$ cat src/rtl/fake_board_io_if.sv
// Pin bundle between the host-driven simulated board and the board I/O glue.
// The host side drives buttons/mode; the glue side drives debounced state, edges, LEDs and tick.
interface fake_board_io_if #(
  parameter int NUM_CH = 8
);
  logic [NUM_CH-1:0] buttons;
  logic [1:0]        mode;
  logic [NUM_CH-1:0] btn_state;
  logic [NUM_CH-1:0] btn_rise;
  logic [NUM_CH-1:0] btn_fall;
  logic [NUM_CH-1:0] leds;
  logic              tick;

  modport master (
    output buttons, mode,
    input  btn_state, btn_rise, btn_fall, leds, tick
  );

  modport slave (
    input  buttons, mode,
    output btn_state, btn_rise, btn_fall, leds, tick
  );
endinterface

$ cat src/rtl/fake_board_io.sv
// Simulated board I/O glue: synchronises and debounces button channels, emits edge pulses,
// and drives the LEDs from a selectable pattern generator clocked by a blink divider.
module fake_board_io #(
  parameter int NUM_CH          = 8,
  parameter int DEBOUNCE_CYCLES = 4,
  parameter int BLINK_DIV       = 16
) (
  input  logic            clk,
  input  logic            rst,
  fake_board_io_if.slave  bus
);

  localparam int            CW        = $clog2(DEBOUNCE_CYCLES) + 1;
  localparam logic [CW-1:0] CNT_MAX   = CW'(DEBOUNCE_CYCLES - 1);
  localparam int            BW        = $clog2(BLINK_DIV);
  localparam logic [BW-1:0] BLINK_MAX = BW'(BLINK_DIV - 1);

  logic [NUM_CH-1:0] sync1;
  logic [NUM_CH-1:0] sync2;
  logic [CW-1:0]     cnt [NUM_CH];
  logic [NUM_CH-1:0] btn_state;
  logic [NUM_CH-1:0] btn_rise;
  logic [NUM_CH-1:0] btn_fall;
  logic [BW-1:0]     blink_cnt;
  logic              blink;
  logic              tick;
  logic [NUM_CH-1:0] pat;
  logic [1:0]        prev_mode;
  logic [NUM_CH-1:0] leds;

  logic [NUM_CH-1:0] accept;
  logic [NUM_CH-1:0] chain;
  logic [NUM_CH-1:0] pat_next;
  logic [NUM_CH-1:0] led_next;

  // A channel flips once its differing level has persisted for the full debounce window.
  always_comb begin
    accept = '0;
    for (int i = 0; i < NUM_CH; i++) begin
      accept[i] = (sync2[i] != btn_state[i]) && (cnt[i] == CNT_MAX);
    end
  end

  always_comb begin
    logic acc;
    chain    = '0;
    acc      = blink;
    chain[0] = acc;
    for (int i = 1; i < NUM_CH; i++) begin
      acc      = acc ^ btn_state[i];
      chain[i] = acc;
    end
  end

  // On a mode switch the LEDs freeze for one cycle and seed pat, so no glitch is shown.
  always_comb begin
    pat_next = pat;
    led_next = leds;
    if (bus.mode != prev_mode) begin
      pat_next = leds;
      led_next = leds;
    end else begin
      case (bus.mode)
        2'd0: led_next = chain;
        2'd1: led_next = btn_state;
        2'd2: begin
          pat_next = pat ^ btn_rise;
          led_next = pat_next;
        end
        default: begin
          pat_next = (tick ? {pat[NUM_CH-2:0], pat[NUM_CH-1]} : pat) | btn_rise;
          led_next = pat_next;
        end
      endcase
    end
  end

  always_ff @(posedge clk) begin
    if (rst) begin
      sync1     <= '0;
      sync2     <= '0;
      for (int i = 0; i < NUM_CH; i++) cnt[i] <= '0;
      btn_state <= '0;
      btn_rise  <= '0;
      btn_fall  <= '0;
      blink_cnt <= '0;
      blink     <= 1'b0;
      tick      <= 1'b0;
      pat       <= '0;
      prev_mode <= 2'd0;
      leds      <= '0;
    end else begin
      sync1 <= bus.buttons;
      sync2 <= sync1;
      for (int i = 0; i < NUM_CH; i++) begin
        if ((sync2[i] == btn_state[i]) || accept[i]) cnt[i] <= '0;
        else                                          cnt[i] <= cnt[i] + 1'b1;
      end
      btn_state <= btn_state ^ accept;
      btn_rise  <= accept & sync2;
      btn_fall  <= accept & ~sync2;
      if (blink_cnt == BLINK_MAX) begin
        blink_cnt <= '0;
        blink     <= ~blink;
        tick      <= 1'b1;
      end else begin
        blink_cnt <= blink_cnt + 1'b1;
        tick      <= 1'b0;
      end
      pat       <= pat_next;
      leds      <= led_next;
      prev_mode <= bus.mode;
    end
  end

  assign bus.btn_state = btn_state;
  assign bus.btn_rise  = btn_rise;
  assign bus.btn_fall  = btn_fall;
  assign bus.leds      = leds;
  assign bus.tick      = tick;

endmodule

$ cat src/flat_wrapper.sv
// flat-port wrapper written by rule: the top's interface ports become plain ports
module fake_board_io_flat 
#(
  parameter int NUM_CH          = 8,
  parameter int DEBOUNCE_CYCLES = 4,
  parameter int BLINK_DIV       = 16
)
  (clk, rst, bus_buttons, bus_mode, bus_btn_state, bus_btn_rise, bus_btn_fall, bus_leds, bus_tick);
  fake_board_io_if #(.NUM_CH(NUM_CH)) bus_i ();
  input  logic clk;
  input  logic rst;
  input wire logic [$bits(bus_i.buttons)-1:0] bus_buttons;
  input wire logic [$bits(bus_i.mode)-1:0] bus_mode;
  output wire logic [$bits(bus_i.btn_state)-1:0] bus_btn_state;
  output wire logic [$bits(bus_i.btn_rise)-1:0] bus_btn_rise;
  output wire logic [$bits(bus_i.btn_fall)-1:0] bus_btn_fall;
  output wire logic [$bits(bus_i.leds)-1:0] bus_leds;
  output wire logic [$bits(bus_i.tick)-1:0] bus_tick;
  assign bus_i.buttons = bus_buttons;
  assign bus_i.mode = bus_mode;
  assign bus_btn_state = bus_i.btn_state;
  assign bus_btn_rise = bus_i.btn_rise;
  assign bus_btn_fall = bus_i.btn_fall;
  assign bus_leds = bus_i.leds;
  assign bus_tick = bus_i.tick;
  fake_board_io #(.NUM_CH(NUM_CH), .DEBOUNCE_CYCLES(DEBOUNCE_CYCLES), .BLINK_DIV(BLINK_DIV)) u_core (.clk(clk), .rst(rst), .bus(bus_i));
endmodule
$ cat config.mk
export PLATFORM = sky130hd
export DESIGN_NAME = fake_board_io_flat
export DESIGN_NICKNAME = d
export VERILOG_FILES = /design/src/rtl/fake_board_io_if.sv /design/src/rtl/fake_board_io.sv /design/src/flat_wrapper.sv
export SDC_FILE = /design/constraint.sdc
export NUM_CORES = 1
export LEC_CHECK = 0
export CAP_MARGIN = 20
export CORE_UTILIZATION = 30
export CTS_CLUSTER_SIZE = 24
export DETAILED_ROUTE_END_ITERATION = 16
export PLACE_DENSITY = 0.6
export SLEW_MARGIN = 15
export SYNTH_ARGS = -nofsm -noshare
export SYNTH_HDL_FRONTEND = slang
export SYNTH_SLANG_ARGS = --single-unit
$ cat constraint.sdc
create_clock -name clk -period 2.3 [get_ports clk]
set_clock_uncertainty 0.2 [all_clocks]
set_input_delay 0.345 -clock clk [delete_from_list [all_inputs] [get_ports clk]]
set_output_delay 0.345 -clock clk [all_outputs]
set_load 0.005 [all_outputs]
==> results of run 1 <==
synth_stat cells, types with 2 or more instances:
library cell / count / area share
dfxtp_1: 64 / 0.32
nor2_1: 51 / 0.048
edfxtp_1: 24 / 0.18
nor2b_1: 22 / 0.034
nand2_1: 20 / 0.019
inv_1: 18 / 0.017
ha_1: 17 / 0.053
xnor2_1: 17 / 0.037
clkbuf_1: 15 / 0.014
nor4bb_1: 15 / 0.037
o21ai_0: 11 / 0.014
mux2i_1: 9 / 0.022
or3_1: 9 / 0.014
mux2_2: 8 / 0.022
a21oi_1: 7 / 0.0087
a311oi_1: 7 / 0.015
a211oi_1: 6 / 0.011
a31oi_1: 6 / 0.0094
o221ai_1: 5 / 0.011
and3_1: 4 / 0.0062
xor2_1: 4 / 0.0087
and2_1: 3 / 0.0047
o211ai_1: 3 / 0.0056
xnor3_1: 3 / 0.017
a211o_1: 2 / 0.0044
clkbuf_2: 2 / 0.0025
nand3_1: 2 / 0.0025
nor3_1: 2 / 0.0025
xnor2_4: 2 / 0.014
area by class of cell:
| cell class | count | share of cell area |
|---|---|---|
| Clock inverter | 6 | 0.00878 |
| Clock buffer | 10 | 0.0446 |
| Timing Repair Buffer | 71 | 0.124 |
| Multi-Input combinational cell | 273 | 0.377 |
| Tap cell | 172 | 0.0419 |
| Sequential cell | 88 | 0.390 |
| Inverter | 18 | 0.0132 |
final timing paths:
check	startpoint	slack, ps	endpoint	cells after the start
worst min-delay path	u_core.sync1[4]$_SDFF_PP0_	240	u_core.sync2[4]$_SDFF_PP0_	1
worst max register to register	u_core.blink$_SDFFE_PP0P_	140	u_core.bus.leds[7]$_SDFFE_PP0N_	5
worst max-delay path	u_core.blink$_SDFFE_PP0P_	140	u_core.bus.leds[7]$_SDFFE_PP0N_	5
worst min register to register	u_core.sync1[4]$_SDFF_PP0_	240	u_core.sync2[4]$_SDFF_PP0_	1
worst register-to-register path: stages, from the launching register on:
cell and delay (ps):
dfxtp_1 480, xnor2_4 200, xnor3_1 450, or3_1 320, a21o_1 210, a311oi_2 220
power by group:
| group | switching (W) | internal [W] | total (W) |
|---|---|---|---|
| registers | 0.0000444 | 0.00165 | 0.00169 |
| clock network | 0.000618 | 0.000735 | 0.00135 |
| logic | 0.000134 | 0.000146 | 0.000280 |
| total | 0.000797 | 0.00253 | 0.00333 |
stage by stage:
stage	TNS [ps]	std cells	util	power [W]	hold slack, ps
finish	0	638	0.400	0.00333	237
detailed placement	-7.49	622	0.379	0.00201	229
CTS	0	638	0.400	0.00337	244
global placement	0	622	0.379	0.00200	218
global route	0	638	0.400	0.00348	252
floorplan	0	399	-	0.00190	214
flip-flops by register name, summed over array words and instances, names as in the netlist, named ones only:
name and count:
u_core.bus.tick 1, u_core.prev_mode 2, u_core.cnt 24, u_core.sync2 8, u_core.bus.btn_fall 8, u_core.sync1 8, u_core.pat 8, u_core.bus.leds 8
u_core.bus.btn_rise 8, u_core.blink_cnt 4, u_core.blink 1
kinds of logic (layout without fill, tap and decap cells):
| family | Yosys count | after routing | share of synthesized area |
|---|---|---|---|
| buf+inv | 38 | 105 | 0.0393 |
| flops | 88 | 88 | 0.499 |
| fa+ha+maj | 17 | 17 | 0.0531 |
| other cells | 1 | 24 | 0.000935 |
| xor+xnor | 27 | 27 | 0.0824 |
| simple gates | 133 | 133 | 0.179 |
| compound gates | 54 | 54 | 0.0955 |
| mux | 18 | 18 | 0.0506 |
routing by layer:
metal | wire length, µm | part of all wire | vias up
met5 | 0 | 0 | -
met4 | 152 | 0.019 | 0
met3 | 427 | 0.054 | 11
met2 | 3460 | 0.44 | 66
met1 | 3840 | 0.49 | 1297
li1 | - | - | 1476
==> impl_metrics.csv, run 1 <==
group,metric,value,unit
synth,synth_ff_type,"dfxtp_1",
clock_network,cts_sinks,88,
die,die_h,118,µm
routing,drt_first_iter_violations,120,
sta,maxSlewViolCount,0,
sta,clock.fmax,464,MHz
clock_network,cts_tree,"built",
placed_design,io_buffers,44,
final_layout,multi_input_area,1940,µm²
clock_network,post_cts_resized,0,
final_layout,fillers,1269,
synth,syn_area_per_cell,10.7,µm²
setup_path,start_kind,"register",
placed_design,dp_slack,-7.49,ps
synth,postSynthCellCount,376,
global_routing,grt_util_met1,0.155,
synth,synth_edf_count,24,
clock_network,path_clk_slew,60,ps
synth,async_flop_share,0,
clock_network,clk_latency,340,ps
global_routing,antenna_found_initial,0,
synth,ys_ff_latch,88,
global_routing,grt_max_degree,37,
clock_network,cts_setup_buffers,0,
sta,min_period_over_period,0.938,
sta,worst_slack,143,ps
outcome,outcome,"finished clean",
sta,period_needed,2160,ps
setup_path,required,2360,ps
die,start_util,0.313,
global_routing,gr-usage-met3,0.0354,
clock_network,cts_htree_levels,3,
placed_design,globalplace.congestion,0.814,
die,die_w,118,µm
final_layout,antennaDiodeCount,0,
synth,syn-cell-area,4010,µm²
die,num_rows,41,
final_layout,synthToLayoutAreaGrowth,28.0,%
global_routing,grt_remaining_overflow,0,
power_and_ir_drop,powerDensity,648,nW/µm²
routing,drt-vias-per-instance,4.47,
final_layout,final_layout_size_suffix_gt1_frac,0.120,
clock_network,cts_hold_buf,0,
die,pin_count,45,
synth,ys_warn_count,0,
setup_path,arrival,2220,ps
final_layout,seq_area,2000,µm²
setup_path,critPathSlowestCell,"dfxtp_1",
routing,drt_first_pass_iters,4,
final_layout,nets,490,
routing,detail_route.wl_per_cell,12.3,µm
sta,rsz0062_at_grt,"false",
setup_path,cp-end-kind,"register",
global_routing,grt_use_total,0.120,
sta,setup_violations,0,
final_layout,layout_common_cells,"dfxtp_1, nor2_1, clkdlybuf4s50_1",
final_layout,layout_commonest_cell,"dfxtp_1",
routing,detail_route.wirelength,7880,µm
placed_design,placed_cell_area,4860,µm²
global_routing,globalRouteMet2Util,0.183,
routing,route.detailed.drc,0,
power_and_ir_drop,leakage,2.00,nW
die,core,12800,µm²
setup_path,worstSetupPathType,"register to register",
setup_path,cp_slowest_stage_delay,480,ps
clock_network,clockBufferDepth,2,
die,fp.dieArea,13800,µm²
global_routing,grt_first_pass_wirelength,13100,µm
global_routing,busiest_layer,"met2",
clock_network,root_buffer,"clkbuf_16",
setup_path,crit_path_cell_trace,"xnor2_4 -> xnor3_1 -> or3_1 -> a21o_1 -> a311oi_2",
job,max_cap_violations,0,
power_and_ir_drop,ir_worst_vdd,0.263,mV
setup_path,crit_family,"XOR/XNOR gates",
worst_hold_path,hold_class,"register to register",
synth,synth_cell_types,47,
routing,vias,2850,
routing,final_antenna_net_count,0,
sta,finalHoldViolCount,0,
sta,max_slew_margin,0.570,
synth,ys_seq_area_frac,0.499,
global_routing,grt_pass1_vias,2698,
clock_network,cts_buffers,9,
setup_path,critPathMaxFanout,5,
sta,worstMarginPinSlew,644,ps
setup_path,timing.critical_path.buf_inv,0,
placed_design,dpl.hpwl,5780,µm
final_layout,design_area,5130,µm²
Note: power is estimated with default switching activity, not from simulation.
==> run 2: changes to the inputs <==
SKIP_LAST_GASP = 1   (was not set)
==> results of run 2 <==
No change in the layout: final DEF, timing and power equal those of run 1.
==> run 3: changes to the inputs <==
ABC_CLOCK_PERIOD_IN_PS = 2300   (was not set)
CAP_MARGIN = not set   (was 20)
SKIP_LAST_GASP = not set   (was 1)
==> results of run 3 <==
No change in the layout: final DEF, timing and power equal those of run 1.
